[src/rtl/gps_integrate_dump.sv]
// gps_integrate_dump: I/Q integrate-and-dump over a programmable block length; define GPS_INTEGRATE_DUMP_SAT_EN for saturating accumulators
module gps_integrate_dump #(
  parameter int IN_W  = 16,
  parameter int ACC_W = 32,
  parameter int CNT_W = 16
) (
  input  logic               aclk,
  input  logic               areset,
  input  logic [2*IN_W-1:0]  s_axis_tdata,
  input  logic               s_axis_tvalid,
  output logic               s_axis_tready,
  input  logic [CNT_W-1:0]   cfg_dump_len,
  input  logic               cfg_valid,
  output logic [2*ACC_W-1:0] m_axis_tdata,
  output logic               m_axis_tvalid,
  input  logic               m_axis_tready,
  output logic               overflow,
  output logic [CNT_W-1:0]   dump_count
);
  typedef enum logic {IDLE, ACCUM} state_t;
  state_t state, state_nxt;
  logic [ACC_W-1:0] acc_i, acc_q, sum_i, sum_q;
  logic [CNT_W-1:0] cnt, active_len, shadow_len;
  logic signed [IN_W-1:0] in_i, in_q;
  logic cfg_ok, at_last, accept, last;
  assign in_i = s_axis_tdata[IN_W-1:0];
  assign in_q = s_axis_tdata[2*IN_W-1:IN_W];
  assign cfg_ok = cfg_valid && cfg_dump_len != '0;
  assign at_last = cnt == active_len - CNT_W'(1);
  // only the block-closing sample waits for the output register to free up
  assign s_axis_tready = state == ACCUM && !(at_last && m_axis_tvalid && !m_axis_tready);
  assign accept = s_axis_tvalid && s_axis_tready;
  assign last = accept && at_last;
`ifdef GPS_INTEGRATE_DUMP_SAT_EN
  logic [ACC_W:0] wide_i, wide_q;
  logic sat_i, sat_q;
  assign wide_i = {acc_i[ACC_W-1], acc_i} + (ACC_W+1)'(in_i);
  assign wide_q = {acc_q[ACC_W-1], acc_q} + (ACC_W+1)'(in_q);
  assign sat_i = wide_i[ACC_W] ^ wide_i[ACC_W-1];
  assign sat_q = wide_q[ACC_W] ^ wide_q[ACC_W-1];
  assign sum_i = sat_i ? {wide_i[ACC_W], {(ACC_W-1){~wide_i[ACC_W]}}} : wide_i[ACC_W-1:0];
  assign sum_q = sat_q ? {wide_q[ACC_W], {(ACC_W-1){~wide_q[ACC_W]}}} : wide_q[ACC_W-1:0];
  // sticky flag set by any clipped accumulation
  always_ff @(posedge aclk or posedge areset)
    if (areset) overflow <= 1'b0;
    else if (accept && (sat_i || sat_q)) overflow <= 1'b1;
`else
  assign sum_i = acc_i + ACC_W'(in_i);
  assign sum_q = acc_q + ACC_W'(in_q);
  assign overflow = 1'b0;
`endif
  // state register
  always_ff @(posedge aclk or posedge areset)
    if (areset) state <= IDLE;
    else state <= state_nxt;
  // leave IDLE once a usable length arrives; ACCUM is held until reset
  always_comb begin
    state_nxt = state;
    if (state == IDLE && cfg_ok) state_nxt = ACCUM;
  end
  // accumulation, block boundary handling and output register
  always_ff @(posedge aclk or posedge areset)
    if (areset) begin
      acc_i         <= '0;
      acc_q         <= '0;
      cnt           <= '0;
      active_len    <= '0;
      shadow_len    <= '0;
      dump_count    <= '0;
      m_axis_tdata  <= '0;
      m_axis_tvalid <= 1'b0;
    end else begin
      if (state == IDLE) begin
        if (cfg_ok) begin
          active_len <= cfg_dump_len;
          shadow_len <= cfg_dump_len;
          cnt        <= '0;
        end
      end else begin
        if (cfg_ok) shadow_len <= cfg_dump_len;
        if (last) begin
          active_len   <= cfg_ok ? cfg_dump_len : shadow_len;
          acc_i        <= '0;
          acc_q        <= '0;
          cnt          <= '0;
          dump_count   <= dump_count + CNT_W'(1);
          m_axis_tdata <= {sum_q, sum_i};
        end else if (accept) begin
          acc_i <= sum_i;
          acc_q <= sum_q;
          cnt   <= cnt + CNT_W'(1);
        end
      end
      m_axis_tvalid <= last || (m_axis_tvalid && !m_axis_tready);
    end
endmodule

[config.mk]
export PLATFORM = sky130hd
export DESIGN_NAME = gps_integrate_dump
export DESIGN_NICKNAME = d
export VERILOG_FILES = /design/src/rtl/gps_integrate_dump.sv
export SDC_FILE = /design/constraint.sdc
export NUM_CORES = 1
export LEC_CHECK = 0
export ABC_CLOCK_PERIOD_IN_PS = 12900
export CORE_ASPECT_RATIO = 1.2
export CORE_MARGIN = 4
export CORE_UTILIZATION = 60
export DETAILED_ROUTE_END_ITERATION = 6
export GPL_TIMING_DRIVEN = 0
export PLACE_DENSITY = 0.95
export SKIP_LAST_GASP = 1
export SLEW_MARGIN = 15
export SYNTH_ARGS = -nofsm -noshare
export SYNTH_HDL_FRONTEND = slang
export SYNTH_SLANG_ARGS = --single-unit
[constraint.sdc]
create_clock -name aclk -period 12.9 [get_ports aclk]
set_clock_uncertainty 0.15 [all_clocks]
set_input_delay 2.58 -clock aclk [delete_from_list [all_inputs] [get_ports aclk]]
set_output_delay 2.58 -clock aclk [all_outputs]
set_load 0.02 [all_outputs]
==> impl_metrics.xml, run 1 <==
<?xml version="1.0" encoding="UTF-8"?>
<metrics>
  <group name="die">
    <metric name="row_cnt" unit="">54</metric>
    <metric name="die-width" unit="um">133</metric>
    <metric name="initial_utilization" unit="">0.615</metric>
    <metric name="core-area" unit="um2">18300</metric>
    <metric name="floorplan.die.height" unit="um">158</metric>
    <metric name="io_pins" unit="">136</metric>
    <metric name="die-area" unit="um2">21000</metric>
  </group>
  <group name="timing">
    <metric name="slew_viols_final" unit="">0</metric>
    <metric name="post-route-period-util" unit="">0.534</metric>
    <metric name="max_slew.worst_pin.slew" unit="ps">809</metric>
    <metric name="hold-worst-slack" unit="ps">322</metric>
    <metric name="final.setup.tns" unit="ps">0</metric>
    <metric name="fin_crit" unit="ps">6890</metric>
    <metric name="timing.fmax" unit="MHz">145</metric>
    <metric name="rsz0062_at_grt" unit="">no</metric>
    <metric name="setup-violations-final" unit="">0</metric>
    <metric name="slew_headroom" unit="">0.459</metric>
    <metric name="count_of_endpoints_failing_hold_in_the_final_timing_report" unit="">0</metric>
  </group>
  <group name="yosys">
    <metric name="synth_nets" unit="">1250</metric>
    <metric name="netlist_area" unit="um2">11300</metric>
    <metric name="synth_edf_count" unit="">0</metric>
    <metric name="syn-mean-instance-area" unit="um2">9.97</metric>
    <metric name="async_sr_flop_fraction" unit="">1.00</metric>
    <metric name="synthCells" unit="">1130</metric>
    <metric name="synth-seq-cells" unit="">194</metric>
    <metric name="synth_seq_area_share" unit="">0.431</metric>
    <metric name="ys_types" unit="">71</metric>
    <metric name="ys_dominant_reg_cell" unit="">dfrtp_1</metric>
    <metric name="warnings_from_yosys" unit="">0</metric>
  </group>
  <group name="pwr">
    <metric name="p_clk_frac" unit="">0.214</metric>
    <metric name="vdd_drop_max" unit="mV">0.104</metric>
    <metric name="p_sw" unit="W">0.000999</metric>
    <metric name="power.internal" unit="W">0.00153</metric>
    <metric name="netSwitchingFraction" unit="">0.394</metric>
    <metric name="combinationalPowerShare" unit="">0.465</metric>
    <metric name="p_seq_frac" unit="">0.321</metric>
    <metric name="pwr_density_cell" unit="nW/um2">187</metric>
    <metric name="static-leakage-power" unit="nW">6.28</metric>
  </group>
  <group name="global_route">
    <metric name="grt_pass1_vias" unit="">9411</metric>
    <metric name="global_route_wire_length_before_repair" unit="mm">46.6</metric>
    <metric name="global_route.usage.total" unit="">0.272</metric>
    <metric name="grt_start_max_net_pins" unit="">103</metric>
    <metric name="gr-total-overflow" unit="">0</metric>
    <metric name="antenna_found_initial" unit="">0</metric>
  </group>
  <group name="cts">
    <metric name="cts_hold_buf" unit="">0</metric>
    <metric name="tritoncts" unit="">yes</metric>
    <metric name="clock_insertion_delay_at_the_later_pin_of_the_skew_report" unit="ps">440</metric>
    <metric name="clock_tree.buffer_depth" unit="">2</metric>
    <metric name="cts_num_sinks" unit="">194</metric>
    <metric name="htreeDepth" unit="">4</metric>
    <metric name="cts.clk_slew.worst_paths" unit="ps">80</metric>
    <metric name="postCtsSetupBuffers" unit="">0</metric>
    <metric name="cts-buffers-inserted" unit="">17</metric>
    <metric name="cts_root_buf" unit="">clkbuf_16</metric>
    <metric name="cts-resized-gates" unit="">0</metric>
  </group>
  <group name="layout">
    <metric name="num-nets-final" unit="">1403</metric>
    <metric name="antenna_cells_inserted" unit="">0</metric>
    <metric name="layout-drive-gt1-share" unit="">0.103</metric>
    <metric name="flow.area_growth_from_synthesis" unit="%">20.2</metric>
    <metric name="layout.cells.most_common" unit="">dfrtp_1</metric>
    <metric name="mostFrequentLayoutCells" unit="">dfrtp_1, clkdlybuf4s50_1, nand2_1, nor2_1, a21oi_1</metric>
    <metric name="final_cell_area" unit="um2">13500</metric>
  </group>
  <group name="drt">
    <metric name="routed_wire_length_per_instance" unit="um">18.1</metric>
    <metric name="highest_metal_used" unit="">met4</metric>
    <metric name="dr_wl_met2" unit="mm">14.0</metric>
    <metric name="dr.first_iter.drc_count" unit="">742</metric>
    <metric name="drt_pass1_iterations" unit="">7</metric>
    <metric name="vias_per_cell" unit="">6.05</metric>
    <metric name="drc_errors" unit="">0</metric>
    <metric name="drt.antenna.violating_nets" unit="">0</metric>
    <metric name="met3RoutedLength" unit="mm">1.32</metric>
    <metric name="route.layer.met1.wl" unit="mm">11.7</metric>
    <metric name="drt_wl_total" unit="mm">28.0</metric>
    <metric name="dr_total_vias" unit="">9358</metric>
  </group>
  <group name="setup_path">
    <metric name="cp.required" unit="ps">10170</metric>
    <metric name="type_of_destination_of_the_critical_path" unit="">primary output</metric>
    <metric name="timing.critical_path.from_type" unit="">primary input</metric>
    <metric name="critPathArrivalTime" unit="ps">4160</metric>
    <metric name="critical_path_class" unit="">primary input to primary output</metric>
    <metric name="crit_path_max_fo" unit="">3</metric>
  </group>
  <group name="place">
    <metric name="io_buffers" unit="">133</metric>
    <metric name="dpl_cell_area" unit="um2">12900</metric>
    <metric name="place.detailed.hpwl" unit="mm">20.1</metric>
    <metric name="globalplace.congestion" unit="">0.924</metric>
  </group>
  <group name="status">
    <metric name="status" unit="">complete, no violations</metric>
  </group>
  <group name="min_path">
    <metric name="hold_path_class" unit="">flip-flop to flip-flop</metric>
  </group>
  <group name="flow_run">
    <metric name="cap_violations" unit="">0</metric>
  </group>
</metrics>
power by group through the flow:
stage / clock network (W) / registers, W / logic (W)
after CTS: 0.000549 / 0.000810 / 0.00116
after floorplan: 0 / 0.000795 / 0.000917
after global placement: 0 / 0.000812 / 0.00110
after global routing: 0.000574 / 0.000824 / 0.00131
final: 0.000543 / 0.000812 / 0.00118
after detailed placement: 0 / 0.000818 / 0.00115
metal layers:
layer / vias to the layer above / global-route usage
met1: 4554 / 0.346
li1: 4392 / -
met2: 337 / 0.470
met4: 0 / 0.107
met3: 75 / 0.0410
met5: - / 0
cells in the mapped netlist (3+ instances only):
cell      instances  share of area
dfrtp_1         194           0.43
or3_1             5         0.0028
buf_4             6         0.0040
buf_1             3         0.0010
o211ai_1          3         0.0020
a211oi_1          6         0.0040
ha_1             65          0.072
nor2_1           96          0.032
nand2_1         102          0.034
o21a_1           13         0.0087
nor3_2            3         0.0027
a31oi_1           8         0.0044
xnor2_1          65          0.051
and2_1            5         0.0028
nor2b_1           9         0.0050
o22ai_1          18          0.010
mux2_2           60          0.060
inv_1            27         0.0090
a22o_1           64          0.050
nand2b_1          9         0.0050
buf_6             3         0.0030
a21o_1           26          0.017
o21bai_1          6         0.0040
clkbuf_1         25         0.0083
xor2_1           30          0.023
o31ai_1           3         0.0020
a21oi_1          79          0.035
nor3_1           11         0.0049
mux2i_1           4         0.0036
and3_1           21          0.012
buf_2            13         0.0058
o31a_1            3         0.0023
nor4_1           11         0.0061
nand3_1          17         0.0076
o21ai_0          57          0.025
nand4_1          15         0.0083
logic make-up after synthesis:
logic type               share of synthesized area
XOR/XNOR                                    0.0739
other                                     0.000333
flip-flops                                   0.431
AND/OR/NAND/NOR                              0.143
multiplexers                                0.0645
adder cells (fa/ha/maj)                     0.0758
buffers and inverters                       0.0311
AO/OA/AOI/OAI                                0.181
worst max-delay path, cell delays in order:
cell	delay, ps
clkdlybuf4s50_1	510
nor2b_1	110
a21boi_0	300
clkdlybuf4s50_1	660
cell type report:
class / count / area (um2)
Buffer: 50 / 249
Clock buffer: 17 / 425
Clock inverter: 15 / 170
Fill cell: 1268 / 4770
Inverter: 27 / 109
Multi-Input combinational cell: 859 / 6060
Sequential cell: 194 / 4850
Tap cell: 252 / 315
Timing Repair Buffer: 134 / 1360
final timing paths:
kind,cells after the start,startpoint,end,slack [ps]
worst max-delay path,4,m_axis_tready,s_axis_tready,6010
worst min-delay path,1,dump_count[15],dump_count[15],320
worst max register to register,12,active_len[0],m_axis_tdata[7],8780
worst min register to register,1,dump_count[15],dump_count[15],320
max in group asynchronous,3,areset,m_axis_tdata[35],9200
min in group asynchronous,2,areset,acc_i[9],2490
stage by stage:
stage | power (W) | utilization | setup slack, ps | std cells
2_1_floorplan | 0.00171 | - | 4890 | 1130
3_3_place_gp | 0.00191 | 0.705 | 2520 | 1515
3_5_place_dp | 0.00197 | 0.707 | 6070 | 1516
4_1_cts | 0.00252 | 0.739 | 6060 | 1548
5_1_grt | 0.00271 | 0.739 | 5950 | 1548
6_report | 0.00253 | 0.739 | 6010 | 1548
sequential cells by signal (all words and copies together) (netlist names):
register       cells
active_len        16
acc_q             32
m_axis_tdata      64
m_axis_tvalid      1
state              1
cnt               16
acc_i             32
shadow_len        16
dump_count        16
No activity file was read; power rests on OpenSTA's default activity.
==> inputs of run 2 (changes only) <==
ABC_CLOCK_PERIOD_IN_PS = 6600   (was 12900)
CORE_UTILIZATION = 57   (was 60)
PLACE_DENSITY = 0.92   (was 0.95)
clock period = 6.6 ns   (was 12.9 ns; I/O delays follow)
==> impl_metrics.xml, run 2 (synthesis gave the netlist of run 1 again) <==
<?xml version="1.0" encoding="UTF-8"?>
<metrics>
  <group name="timing">
    <metric name="final.setup.tns" unit="ps">0</metric>
    <metric name="fin_crit" unit="ps">5270</metric>
    <metric name="timing.fmax" unit="MHz">190</metric>
    <metric name="slew_headroom" unit="">0.437</metric>
    <metric name="max_slew.worst_pin.slew" unit="ps">842</metric>
    <metric name="count_of_endpoints_failing_hold_in_the_final_timing_report" unit="">0</metric>
    <metric name="rsz0062_at_grt" unit="">no</metric>
    <metric name="setup-violations-final" unit="">0</metric>
    <metric name="slew_viols_final" unit="">0</metric>
    <metric name="post-route-period-util" unit="">0.798</metric>
  </group>
  <group name="layout">
    <metric name="flow.area_growth_from_synthesis" unit="%">21.4</metric>
    <metric name="reg_top3" unit="">m_axis_tdata: 64 flops, acc_i: 32 flops, acc_q: 32 flops</metric>
    <metric name="layout.cells.most_common" unit="">dfrtp_1</metric>
    <metric name="mostFrequentLayoutCells" unit="">dfrtp_1, clkdlybuf4s50_1, nand2_1, nor2_1, a21oi_1</metric>
    <metric name="fill_cells" unit="">1454</metric>
    <metric name="largest_register_ffs" unit="">64</metric>
    <metric name="layout-drive-gt1-share" unit="">0.107</metric>
    <metric name="registers.top_by_ff_count" unit="">m_axis_tdata</metric>
    <metric name="num-nets-final" unit="">1408</metric>
  </group>
  <group name="pwr">
    <metric name="power.internal" unit="W">0.00298</metric>
    <metric name="power.total" unit="W">0.00498</metric>
    <metric name="netSwitchingFraction" unit="">0.401</metric>
    <metric name="p_sw" unit="W">0.00200</metric>
    <metric name="combinationalPowerShare" unit="">0.464</metric>
    <metric name="p_clk_frac" unit="">0.216</metric>
    <metric name="pwr_density_cell" unit="nW/um2">364</metric>
    <metric name="static-leakage-power" unit="nW">6.33</metric>
    <metric name="vdd_drop_max" unit="mV">0.225</metric>
    <metric name="p_seq_frac" unit="">0.320</metric>
  </group>
  <group name="flow_run">
    <metric name="cap_violations" unit="">0</metric>
  </group>
  <group name="setup_path">
    <metric name="timing.critical_path.from_type" unit="">flip-flop</metric>
    <metric name="crit_path_cell_trace" unit="">or4_4 &gt; nor4_4 &gt; mux2_1 &gt; mux2i_1 &gt; a2111oi_0 &gt; and3_1 &gt; buf_4 &gt; a21boi_0 &gt; clkdlybuf4s50_1</metric>
    <metric name="crit_path_max_fo" unit="">8</metric>
    <metric name="type_of_destination_of_the_critical_path" unit="">primary output</metric>
    <metric name="crit_slowest_cell" unit="">clkdlybuf4s50_1</metric>
    <metric name="worst_setup_path_startpoint" unit="">active_len[2]</metric>
    <metric name="worst_path_dominant_cell_family" unit="">simple AND/OR/NAND/NOR gates</metric>
    <metric name="critical_path_class" unit="">flip-flop to primary output</metric>
    <metric name="rr_startpoint" unit="">active_len[0]</metric>
    <metric name="cp.required" unit="ps">5130</metric>
    <metric name="worst_path_largest_cell_delay" unit="ps">650</metric>
    <metric name="critPathArrivalTime" unit="ps">3800</metric>
    <metric name="critical_path_buf_inv_count" unit="">2</metric>
  </group>
  <group name="drt">
    <metric name="vias_per_cell" unit="">6.00</metric>
    <metric name="drt_wl_total" unit="mm">28.6</metric>
    <metric name="drc_errors" unit="">0</metric>
    <metric name="drt_pass1_iterations" unit="">5</metric>
    <metric name="routed_wire_length_per_instance" unit="um">18.3</metric>
    <metric name="dr_total_vias" unit="">9383</metric>
    <metric name="dr.first_iter.drc_count" unit="">660</metric>
    <metric name="drt.antenna.violating_nets" unit="">0</metric>
  </group>
  <group name="cts">
    <metric name="htreeDepth" unit="">4</metric>
    <metric name="cts_root_buf" unit="">clkbuf_16</metric>
    <metric name="cts-resized-gates" unit="">0</metric>
    <metric name="clock_tree.buffer_depth" unit="">2</metric>
    <metric name="cts.clk_slew.worst_paths" unit="ps">80</metric>
    <metric name="postCtsSetupBuffers" unit="">0</metric>
    <metric name="cts-buffers-inserted" unit="">17</metric>
    <metric name="clock_insertion_delay_at_the_later_pin_of_the_skew_report" unit="ps">450</metric>
    <metric name="tritoncts" unit="">yes</metric>
    <metric name="cts_hold_buf" unit="">0</metric>
    <metric name="cts_num_sinks" unit="">194</metric>
  </group>
  <group name="global_route">
    <metric name="grt_pass1_vias" unit="">9542</metric>
    <metric name="global_route.usage.total" unit="">0.262</metric>
    <metric name="global_route_wire_length_before_repair" unit="mm">46.7</metric>
    <metric name="gr-total-overflow" unit="">0</metric>
    <metric name="grt_start_max_net_pins" unit="">39</metric>
    <metric name="antenna_found_initial" unit="">0</metric>
  </group>
  <group name="die">
    <metric name="io_pins" unit="">136</metric>
    <metric name="core-area" unit="um2">19500</metric>
    <metric name="floorplan.die.height" unit="um">162</metric>
    <metric name="die-area" unit="um2">22100</metric>
    <metric name="initial_utilization" unit="">0.578</metric>
    <metric name="die-width" unit="um">136</metric>
    <metric name="row_cnt" unit="">56</metric>
  </group>
  <group name="min_path">
    <metric name="worst_hold_startpoint" unit="">m_axis_tdata[55]</metric>
    <metric name="hold_path_class" unit="">flip-flop to flip-flop</metric>
  </group>
  <group name="place">
    <metric name="globalplace.congestion" unit="">0.930</metric>
    <metric name="place.detailed.hpwl" unit="mm">20.7</metric>
    <metric name="io_buffers" unit="">133</metric>
  </group>
  <group name="status">
    <metric name="status" unit="">complete, no violations</metric>
  </group>
</metrics>
-- run 2: changes by cell type in the layout (fill, tap and decap cells not counted), sizes merged --
cell and change:
buf +5, bufinv -1, clkinvlp +1, inv +3
diode +1, clkinv -3
-- run 2: final timing paths --
kind | to | depth (start not counted) | slack [ps]
max | s_axis_tready | 9 | 1330
min | m_axis_tdata[55] | 2 | 320
max reg2reg | m_axis_tdata[3] | 12 | 2640
min reg2reg | m_axis_tdata[55] | 2 | 320
max in group asynchronous | m_axis_tdata[2] | 4 | 4380
min in group asynchronous | acc_q[3] | 2 | 1110
-- run 2: per-stage QoR --
stage	util	worst slack, ps	hold slack, ps	std cells	instance area, um2
6_report	0.702	1330	319	1563	13700
3_3_place_gp	0.663	1100	300	1524	12900
5_1_grt	0.702	1210	366	1562	13700
4_1_cts	0.702	1360	324	1562	13700
3_5_place_dp	0.670	1040	311	1530	13100
2_1_floorplan	-	2390	296	1130	11300
-- run 2: cell type report --
cell class              instances  area (um2)  area share
diodes                          1        2.50    0.000183
plain buffers                  50         249      0.0182
clock buffers                  17         425      0.0311
clock inverters                15         180      0.0132
inverters                      27         105     0.00769
multi-input cells             859        6060       0.443
flip-flops and latches        194        4850       0.355
well taps                     261         327      0.0239
repair buffers                139        1470       0.107
-- run 2: routing by layer --
layer	track usage	wire, um
met1	0.323	11800
met2	0.453	14600
met3	0.0489	1340
met4	0.105	905
met5	0	0
-- run 2: power groups by stage --
stage	logic, W	clock network (W)	registers (W)
final	0.00231	0.00108	0.00159
after global routing	0.00255	0.00114	0.00162
after CTS	0.00228	0.00109	0.00159
after detailed placement	0.00224	0	0.00160
after global placement	0.00215	0	0.00159
after floorplan	0.00179	0	0.00155
-- run 2: tightest hold or removal path: cells and delay by family, from the launching register on --
kind	cells	cell delay, ps
DFF	1	340
and+or+nand+nor	2	100
==> inputs of run 3 (changes only) <==
ABC_CLOCK_PERIOD_IN_PS = 5060   (was 6600)
clock period = 5.06 ns   (was 6.6 ns; I/O delays follow)
==> impl_metrics.xml, run 3 (synthesis gave the netlist of run 1 again) <==
<?xml version="1.0" encoding="UTF-8"?>
<metrics>
  <group name="drt">
    <metric name="routed_wire_length_per_instance" unit="um">18.3</metric>
    <metric name="drt_wl_total" unit="mm">28.6</metric>
    <metric name="drc_errors" unit="">0</metric>
    <metric name="dr_total_vias" unit="">9383</metric>
    <metric name="dr.first_iter.drc_count" unit="">701</metric>
    <metric name="vias_per_cell" unit="">6.00</metric>
    <metric name="drt_pass1_iterations" unit="">5</metric>
    <metric name="drt.antenna.violating_nets" unit="">0</metric>
  </group>
  <group name="setup_path">
    <metric name="type_of_destination_of_the_critical_path" unit="">primary output</metric>
    <metric name="crit_path_max_fo" unit="">8</metric>
    <metric name="critical_path_class" unit="">flip-flop to primary output</metric>
    <metric name="rr_startpoint" unit="">active_len[2]</metric>
    <metric name="cp.required" unit="ps">3900</metric>
    <metric name="timing.critical_path.from_type" unit="">flip-flop</metric>
    <metric name="critPathArrivalTime" unit="ps">3730</metric>
    <metric name="end_of_the_worst_register_to_register_path" unit="">m_axis_tdata[3]</metric>
    <metric name="r2r_slack" unit="ps">1120</metric>
    <metric name="rr_worst_depth" unit="">11</metric>
  </group>
  <group name="min_path">
    <metric name="min_path_cells" unit="">2</metric>
    <metric name="worst_hold_startpoint" unit="">m_axis_tdata[55]</metric>
    <metric name="holdPathEnd" unit="">m_axis_tdata[55]</metric>
    <metric name="hold_path_class" unit="">flip-flop to flip-flop</metric>
  </group>
  <group name="timing">
    <metric name="timing.fmax" unit="MHz">204</metric>
    <metric name="final.setup.tns" unit="ps">0</metric>
    <metric name="slew_headroom" unit="">0.448</metric>
    <metric name="max_slew.worst_pin.slew" unit="ps">825</metric>
    <metric name="fin_crit" unit="ps">4890</metric>
    <metric name="post-route-period-util" unit="">0.967</metric>
    <metric name="slew_viols_final" unit="">0</metric>
    <metric name="count_of_endpoints_failing_hold_in_the_final_timing_report" unit="">0</metric>
    <metric name="setup-violations-final" unit="">0</metric>
  </group>
  <group name="die">
    <metric name="floorplan.die.height" unit="um">162</metric>
    <metric name="core-area" unit="um2">19500</metric>
    <metric name="die-width" unit="um">136</metric>
    <metric name="row_cnt" unit="">56</metric>
    <metric name="initial_utilization" unit="">0.578</metric>
    <metric name="die-area" unit="um2">22100</metric>
    <metric name="io_pins" unit="">136</metric>
  </group>
  <group name="pwr">
    <metric name="p_clk_frac" unit="">0.216</metric>
    <metric name="static-leakage-power" unit="nW">6.34</metric>
    <metric name="p_seq_frac" unit="">0.320</metric>
    <metric name="vdd_drop_max" unit="mV">0.294</metric>
    <metric name="pwr_density_cell" unit="nW/um2">474</metric>
    <metric name="netSwitchingFraction" unit="">0.401</metric>
    <metric name="p_sw" unit="W">0.00260</metric>
    <metric name="power.internal" unit="W">0.00389</metric>
    <metric name="combinationalPowerShare" unit="">0.464</metric>
  </group>
  <group name="cts">
    <metric name="tritoncts" unit="">yes</metric>
    <metric name="cts_num_sinks" unit="">194</metric>
    <metric name="cts_hold_buf" unit="">0</metric>
    <metric name="cts.clk_slew.worst_paths" unit="ps">80</metric>
    <metric name="htreeDepth" unit="">4</metric>
    <metric name="cts-buffers-inserted" unit="">17</metric>
    <metric name="clock_tree.buffer_depth" unit="">2</metric>
    <metric name="clock_insertion_delay_at_the_later_pin_of_the_skew_report" unit="ps">450</metric>
    <metric name="cts_root_buf" unit="">clkbuf_16</metric>
  </group>
  <group name="layout">
    <metric name="mostFrequentLayoutCells" unit="">dfrtp_1, clkdlybuf4s50_1, nand2_1, nor2_1, a21oi_1</metric>
    <metric name="utilization_after_layout" unit="">0.702</metric>
    <metric name="reg_top3" unit="">m_axis_tdata: 64 flops, acc_i: 32 flops, acc_q: 32 flops</metric>
    <metric name="layout-drive-gt1-share" unit="">0.108</metric>
    <metric name="largest_register_ffs" unit="">64</metric>
    <metric name="registers.top_by_ff_count" unit="">m_axis_tdata</metric>
    <metric name="area_taken_by_multi_input_logic_gates" unit="um2">6060</metric>
    <metric name="num-nets-final" unit="">1409</metric>
    <metric name="ff_latch_area" unit="um2">4850</metric>
    <metric name="fill_cells" unit="">1449</metric>
    <metric name="flow.area_growth_from_synthesis" unit="%">21.5</metric>
    <metric name="final_cell_area" unit="um2">13700</metric>
    <metric name="layout.cells.most_common" unit="">dfrtp_1</metric>
  </group>
  <group name="global_route">
    <metric name="antenna_found_initial" unit="">0</metric>
    <metric name="gr-total-overflow" unit="">0</metric>
    <metric name="grt_pass1_vias" unit="">9542</metric>
    <metric name="grt_start_max_net_pins" unit="">39</metric>
    <metric name="global_route.usage.total" unit="">0.262</metric>
    <metric name="global_route_wire_length_before_repair" unit="mm">46.7</metric>
  </group>
  <group name="flow_run">
    <metric name="cap_violations" unit="">0</metric>
  </group>
  <group name="status">
    <metric name="status" unit="">complete, no violations</metric>
  </group>
  <group name="place">
    <metric name="place.detailed.hpwl" unit="mm">20.7</metric>
    <metric name="globalplace.congestion" unit="">0.930</metric>
    <metric name="io_buffers" unit="">133</metric>
    <metric name="dpl_cell_area" unit="um2">13100</metric>
  </group>
</metrics>
-- run 3: critical path: stages (launching register included) --
cell and delay, ps:
dfrtp_1 480, or4_4 630, nor4_4 250, mux2_1 350
mux2i_1 250, a2111oi_0 140, and3_1 200, buf_4 160
a21boi_0 180, clkdlybuf4s50_1 650
-- run 3: through the flow --
| step | total power [W] | setup WS [ps] | cells | hold WS, ps |
|---|---|---|---|---|
| 5_1_grt | 0.00693 | -3.32 | 1563 | 366 |
| 3_3_place_gp | 0.00488 | -132 | 1524 | 300 |
| 6_report | 0.00649 | 165 | 1564 | 319 |
| 4_1_cts | 0.00647 | 126 | 1562 | 324 |
| 2_1_floorplan | 0.00437 | 1160 | 1130 | 296 |
| 3_5_place_dp | 0.00502 | -187 | 1530 | 311 |
-- run 3: layout make-up --
type / instances / share of cell area
inverters: 27 / 0.00768
multi-input cells: 859 / 0.443
clock inverters: 15 / 0.0132
repair buffers: 140 / 0.108
flip-flops and latches: 194 / 0.355
diodes: 1 / 0.000183
plain buffers: 50 / 0.0182
clock buffers: 17 / 0.0311
well taps: 261 / 0.0239
-- run 3: worst max path at each step --
stage | start | to | slack (ps) | cells after the start
5_1_grt | active_len[0] | s_axis_tready | -3 | 11
4_1_cts | active_len[2] | s_axis_tready | 130 | 9
2_1_floorplan | active_len[2] | s_axis_tready | 1160 | 8
3_5_place_dp | s_axis_tdata[15] | m_axis_tdata[31] | -190 | 12
3_3_place_gp | s_axis_tdata[15] | m_axis_tdata[31] | -130 | 12
6_report | active_len[2] | s_axis_tready | 170 | 9
-- run 3: power groups by stage --
stage	combinational (W)	sequential [W]	clock (W)
5_1_grt	0.00333	0.00211	0.00148
6_report	0.00301	0.00208	0.00140
3_5_place_dp	0.00293	0.00209	0
4_1_cts	0.00297	0.00207	0.00143
2_1_floorplan	0.00234	0.00203	0
3_3_place_gp	0.00280	0.00207	0
-- run 3: repair_timing --
item                                    4_1_cts  5_1_grt
endpoints found under the setup margin        0        1
gates resized for setup                       0        1
setup buffers                                 0        1
-- run 3: metal layers --
| layer | global-route usage | routed length (um) |
|---|---|---|
| met5 | 0 | 0 |
| met4 | 0.105 | 835 |
| met3 | 0.0489 | 1420 |
| met2 | 0.453 | 14600 |
| met1 | 0.323 | 11700 |
==> variant 1, RTL diff (settings of run 1) <==
Set the parameter `CNT_W` to 20 (it was 16).
--- a/src/rtl/gps_integrate_dump.sv
+++ b/src/rtl/gps_integrate_dump.sv
@@ -2,7 +2,7 @@
 module gps_integrate_dump #(
   parameter int IN_W  = 16,
   parameter int ACC_W = 32,
-  parameter int CNT_W = 16
+  parameter int CNT_W = 20
 ) (
   input  logic               aclk,
   input  logic               areset,
Ports: changed (resized cfg_dump_len and dump_count); port bits go from 136 to 144. The function was not compared with the original's and may differ.
==> variant 1 against run 1 <==
  * First-iteration DRC count increased by 26%
  * Setup slack got worse by 1.1 ns
  * Total power rose by 6.5%
  * Critical path depth rose by 6
  * Area after synthesis rose by 6.1%
  * Maximum frequency decreased by 13%
  * Via count grew 16%
  * Sequential cell count increased by 16
  * Wire length up 17%
  * Hold slack better by 0.0015 ns
  * Final area grew 7.6%
  * Critical endpoint unchanged
==> variant 1: results <==
[setup_path]
rrSetupSlack_ns = 8.41
max_stage_delay_ns = 0.63
r2r-end = m_axis_tdata[2]
path_max_fanout = 10
critPathTopFamily = simple AND/OR/NAND/NOR gates
r2r_cells = 11
crit_slowest_cell = nor4_1
cp.arrival_ns = 5.23
timing.rr.start = active_len[0]

[sta]
holdWs_ns = 0.3234
maxSlewHeadroom_pct = 44.91

[hold_path]
hold_path_class = flop to flop
whs_path_depth = 1
hp-start = dump_count[19]
hold_path_end = dump_count[19]

[synth]
ys_seq_area_share_pct = 43.97
synthTopCellsByCount = dfrtp_1 (210), nand2_1 (172), nor2_1 (110), o21ai_0 (104), ha_1 (65)
ys_warn_count = 0
synth.distinct_cells = 67
async_flop_share_pct = 100.0
synthTopCellsByArea = dfrtp_1 (44%), ha_1 (6.8%), nand2_1 (5.4%)
syn-num-nets = 1393
post-synth-top-count-cell = dfrtp_1

[placed_design]
dpl.hpwl_mm = 22.63
pre_cts_ws_ns = 5.542
globalplace.congestion = 0.9635
placed_area_um2 = 13750
port-buffer-count = 141

[detailed_routing]
first_pass_iters = 5
drt_iter0_drc = 935
wire_per_inst_um = 19.04
vias = 10860

[cells_and_area]
top_regs = m_axis_tdata x64, acc_i x32, acc_q x32
drive_gt1_share_pct = 7.713
fillers = 1228
num-nets-final = 1560
antenna_cells = 0

[clocking]
post_cts_buffers = 0
post_cts_resized = 0
cts_inserted_buffers = 22
cts_max_level = 1
clk_root_buffer_cell = clkbuf_16
clock_latency_ns = 0.51
clk_pin_slew_ns = 0.06
cts.path.max_buffers = 3

[global_routing]
grt.total_usage_pct = 29.24
grt_max_degree = 90
grt_pass1_wl_mm = 53.32
antenna_found_initial = 0

[power_and_ir_drop]
leakagePower_nw = 6.560
max-vdd-ir-drop_mv = 0.1067

[outcome]
status = finished clean
[variant 1: cell types whose count changed after synthesis, moves of 11 or more]
cell	before	now
nand2_1	102	172
o21ai_0	57	104
a22o_1	64	26
o31ai_1	3	39
mux2_2	60	29
a21oi_1	79	60
xor2_1	30	48
xnor2_1	65	48
dfrtp_1	194	210
nor2_1	96	110
buf_2	13	24
[variant 1: metrics by stage]
step | cells | utilization [%]
after floorplan | 1269 | -
after global placement | 1671 | 70.03
after detailed placement | 1673 | 70.35
after CTS | 1713 | 74.49
after global routing | 1713 | 74.49
final | 1713 | 74.49
[variant 1: cells by family after synthesis]
kind of cell             after synthesis  synth area share, %
AND/OR/NAND/NOR                      444                17.49
AO/OA/AOI/OAI                        339                18.46
flip-flops                           210                43.97
XOR/XNOR                              96                7.034
buffers and inverters                 78                2.732
adder cells (fa/ha/maj)               67                7.139
multiplexers                          34                3.151
other                                  1              0.03137
[variant 1: cell type report]
class                      count  area share [%]
clock inverter                10           1.014
clock buffer                  30           4.545
tap                          261           2.242
timing repair buffer         143           10.07
sequential                   210           36.09
inverter                      25          0.6959
multi-input combinational    981           43.75
buffer                        53           1.598
[variant 1: how the worst max path moves through the flow]
| stage | start | to | slack, ns | depth (start not counted) |
|---|---|---|---|---|
| after floorplan | areset | acc_i[0] | 4.43 | 1 |
| after global placement | areset | dump_count[14] | 2.02 | 2 |
| after detailed placement | active_len[0] | s_axis_tready | 5.54 | 12 |
| after CTS | active_len[0] | s_axis_tready | 5.00 | 12 |
| after global routing | active_len[0] | s_axis_tready | 4.64 | 10 |
| final | active_len[0] | s_axis_tready | 4.94 | 10 |
[variant 1: per-layer routing]
layer / GRT usage (%) / wire length [um] / vias up
met5: 0 / 0 / -
met3: 5.068 / 2494 / 137
met1: 35.58 / 12360 / 5249
li1: - / - / 4906
met4: 13.93 / 1482 / 0
met2: 50.25 / 16270 / 566
[variant 1: power by group]
group          switching (W)  total, W  internal [W]
clock network       0.000278  0.000701      0.000423
logic               0.000652   0.00113      0.000481
registers          0.0000863  0.000864      0.000778
==> variant 2, RTL diff (settings of run 1) <==
Without the edit above. Register the output `dump_count` once more, cleared by the reset; this adds one clock of latency there. The other outputs are not delayed to match.
--- a/src/rtl/gps_integrate_dump.sv
+++ b/src/rtl/gps_integrate_dump.sv
@@ -18,6 +18,8 @@
   output logic [CNT_W-1:0]   dump_count
 );
   typedef enum logic {IDLE, ACCUM} state_t;
+
+  logic [CNT_W-1:0] dump_count_s0;
   state_t state, state_nxt;
   logic [ACC_W-1:0] acc_i, acc_q, sum_i, sum_q;
   logic [CNT_W-1:0] cnt, active_len, shadow_len;
@@ -66,7 +68,7 @@
       cnt           <= '0;
       active_len    <= '0;
       shadow_len    <= '0;
-      dump_count    <= '0;
+      dump_count_s0 <= '0;
       m_axis_tdata  <= '0;
       m_axis_tvalid <= 1'b0;
     end else begin
@@ -83,7 +85,7 @@
           acc_i        <= '0;
           acc_q        <= '0;
           cnt          <= '0;
-          dump_count   <= dump_count + CNT_W'(1);
+          dump_count_s0 <= dump_count_s0 + CNT_W'(1);
           m_axis_tdata <= {sum_q, sum_i};
         end else if (accept) begin
           acc_i <= sum_i;
@@ -93,5 +95,13 @@
       end
       m_axis_tvalid <= last || (m_axis_tvalid && !m_axis_tready);
     end
+  always_ff @(posedge aclk or posedge areset) begin
+    if (areset) begin
+      dump_count <= '0;
+    end else begin
+      dump_count <= dump_count_s0;
+    end
+  end
+
 endmodule
 
Function: changed (Yosys sat finds a counterexample within 4 cycles, from zero or initial values and one cycle with areset high).
==> variant 2 against run 1 <==
  * Wire length up 11%
  * Total power increased by 9.8%
  * Sequential cell count rose by 16
  * Final area is 5.2% higher
  * Setup slack worse by 0.12 ns
  * Non-clock buffer count up 11
  * Sequential share of layout area increased by 1.0 points
  * Area after synthesis rose by 3.7%
  * Largest power group unchanged
  * Highest routed layer unchanged
==> variant 2: results <==
[global_routing]
grt_max_degree = 94
grt.total_usage_pct = 28.57
antenna_found_initial = 0
grt_pass1_wl_mm = 51.37

[setup_path]
critPathTopFamily = buffers and inverters
max_stage_delay_ns = 0.58
crit_slowest_cell = clkdlybuf4s50_1
path_max_fanout = 10
cp.arrival_ns = 4.28

[clocking]
clock_latency_ns = 0.51
post_cts_buffers = 0
clk_root_buffer_cell = clkbuf_16
post_cts_resized = 0
cts_max_level = 1
cts.path.max_buffers = 3
cts_inserted_buffers = 22
clk_pin_slew_ns = 0.07

[synth]
syn-num-nets = 1309
ys_warn_count = 0
synthTopCellsByCount = dfrtp_1 (210), nand2_1 (151), o21ai_0 (101), ha_1 (65), nor2_1 (63)
synthTopCellsByArea = dfrtp_1 (45%), ha_1 (7.0%), nand2_1 (4.9%)
ys_seq_area_share_pct = 45.00
synth.distinct_cells = 64
async_flop_share_pct = 100.0

[power_and_ir_drop]
max-vdd-ir-drop_mv = 0.1780
leakagePower_nw = 6.465

[cells_and_area]
num-nets-final = 1469
antenna_cells = 0
drive_gt1_share_pct = 10.12
top_regs = m_axis_tdata x64, acc_i x32, acc_q x32

[placed_design]
globalplace.congestion = 0.9298
port-buffer-count = 134
dpl.hpwl_mm = 22.25
placed_area_um2 = 13400

[hold_path]
hold_path_class = flop to flop

[detailed_routing]
vias = 10200
drt_iter0_drc = 940
first_pass_iters = 6
routed_wl_mm = 31.14

[outcome]
status = finished clean

[sta]
tightest_slew_ns = 0.8298
setup_viol = 0
variant 2: cell count changes in the layout (fill, tap and decap cells not counted), sizes merged, moves of 23 or more:
cell	before	now
a22o	64	32
o21ai	58	108
mux2	61	38
nand2	103	152
nor2	96	64
o31ai	3	33
variant 2: cell type report:
type / instances / area (um2)
Buffer: 59 / 286.5
Clock buffer: 28 / 614.3
Clock inverter: 11 / 230.2
Fill cell: 1249 / 4747
Inverter: 29 / 116.4
Multi-Input combinational cell: 891 / 6027
Sequential cell: 210 / 5255
Tap cell: 256 / 320.3
Timing Repair Buffer: 136 / 1396
variant 2: layer usage:
layer  vias up  wire (um)  GRT usage [%]
met5         -          0              0
met2       494      15350          48.32
met4         0       1243          12.42
met1      4971      12080          35.80
li1       4626          -              -
met3       112       2466          5.263
variant 2: worst reg2reg max path: cells and delay by family (launching register included):
family / cells / cell delay, ns
compound gates: 4 / 0.95
fa+ha+maj: 1 / 0.17
buf+inv: 4 / 0.74
flops: 1 / 0.43
simple gates: 5 / 1.05
variant 2: final timing paths:
| check | start | end | slack (ns) | cells after the start |
|---|---|---|---|---|
| setup / recovery | active_len[0] | s_axis_tready | 5.89 | 12 |
| max in group asynchronous | areset | m_axis_tdata[8] | 9.14 | 4 |
| hold reg to reg | dump_count_s0[14] | dump_count[14] | 0.23 | 0 |
| setup reg to reg | active_len[0] | m_axis_tdata[10] | 9.23 | 14 |
| hold / removal | dump_count_s0[14] | dump_count[14] | 0.23 | 0 |
| min in group asynchronous | areset | m_axis_tdata[63] | 2.30 | 2 |
variant 2: cell families (layout without fill, tap and decap cells):
| logic type | Yosys count | after routing | share of synthesized area (%) |
|---|---|---|---|
| AO/OA/AOI/OAI | 346 | 346 | 19.54 |
| XOR/XNOR | 92 | 92 | 6.900 |
| adder cells (fa/ha/maj) | 67 | 67 | 7.307 |
| buffers and inverters | 88 | 263 | 3.386 |
| flip-flops | 210 | 210 | 45.00 |
| multiplexers | 38 | 38 | 3.664 |
| other | 1 | 1 | 0.03211 |
| AND/OR/NAND/NOR | 347 | 347 | 14.16 |
variant 2: power by group:
part	internal (W)	switching [W]	total, W
clock network	0.000476	0.000268	0.000743
registers	0.000777	0.0000853	0.000862
logic	0.000494	0.000683	0.00118
total	0.00175	0.00104	0.00278
variant 2: per-stage QoR:
stage	hold WS, ns	total power (W)	setup slack [ns]	cells
floorplan	0.2037	0.001737	4.432	1189
global placement	0.2106	0.001946	2.061	1579
detailed placement	0.2180	0.002004	6.036	1581
CTS	0.2354	0.002764	5.973	1620
global route	0.2398	0.002946	5.626	1620
finish	0.2312	0.002782	5.892	1620
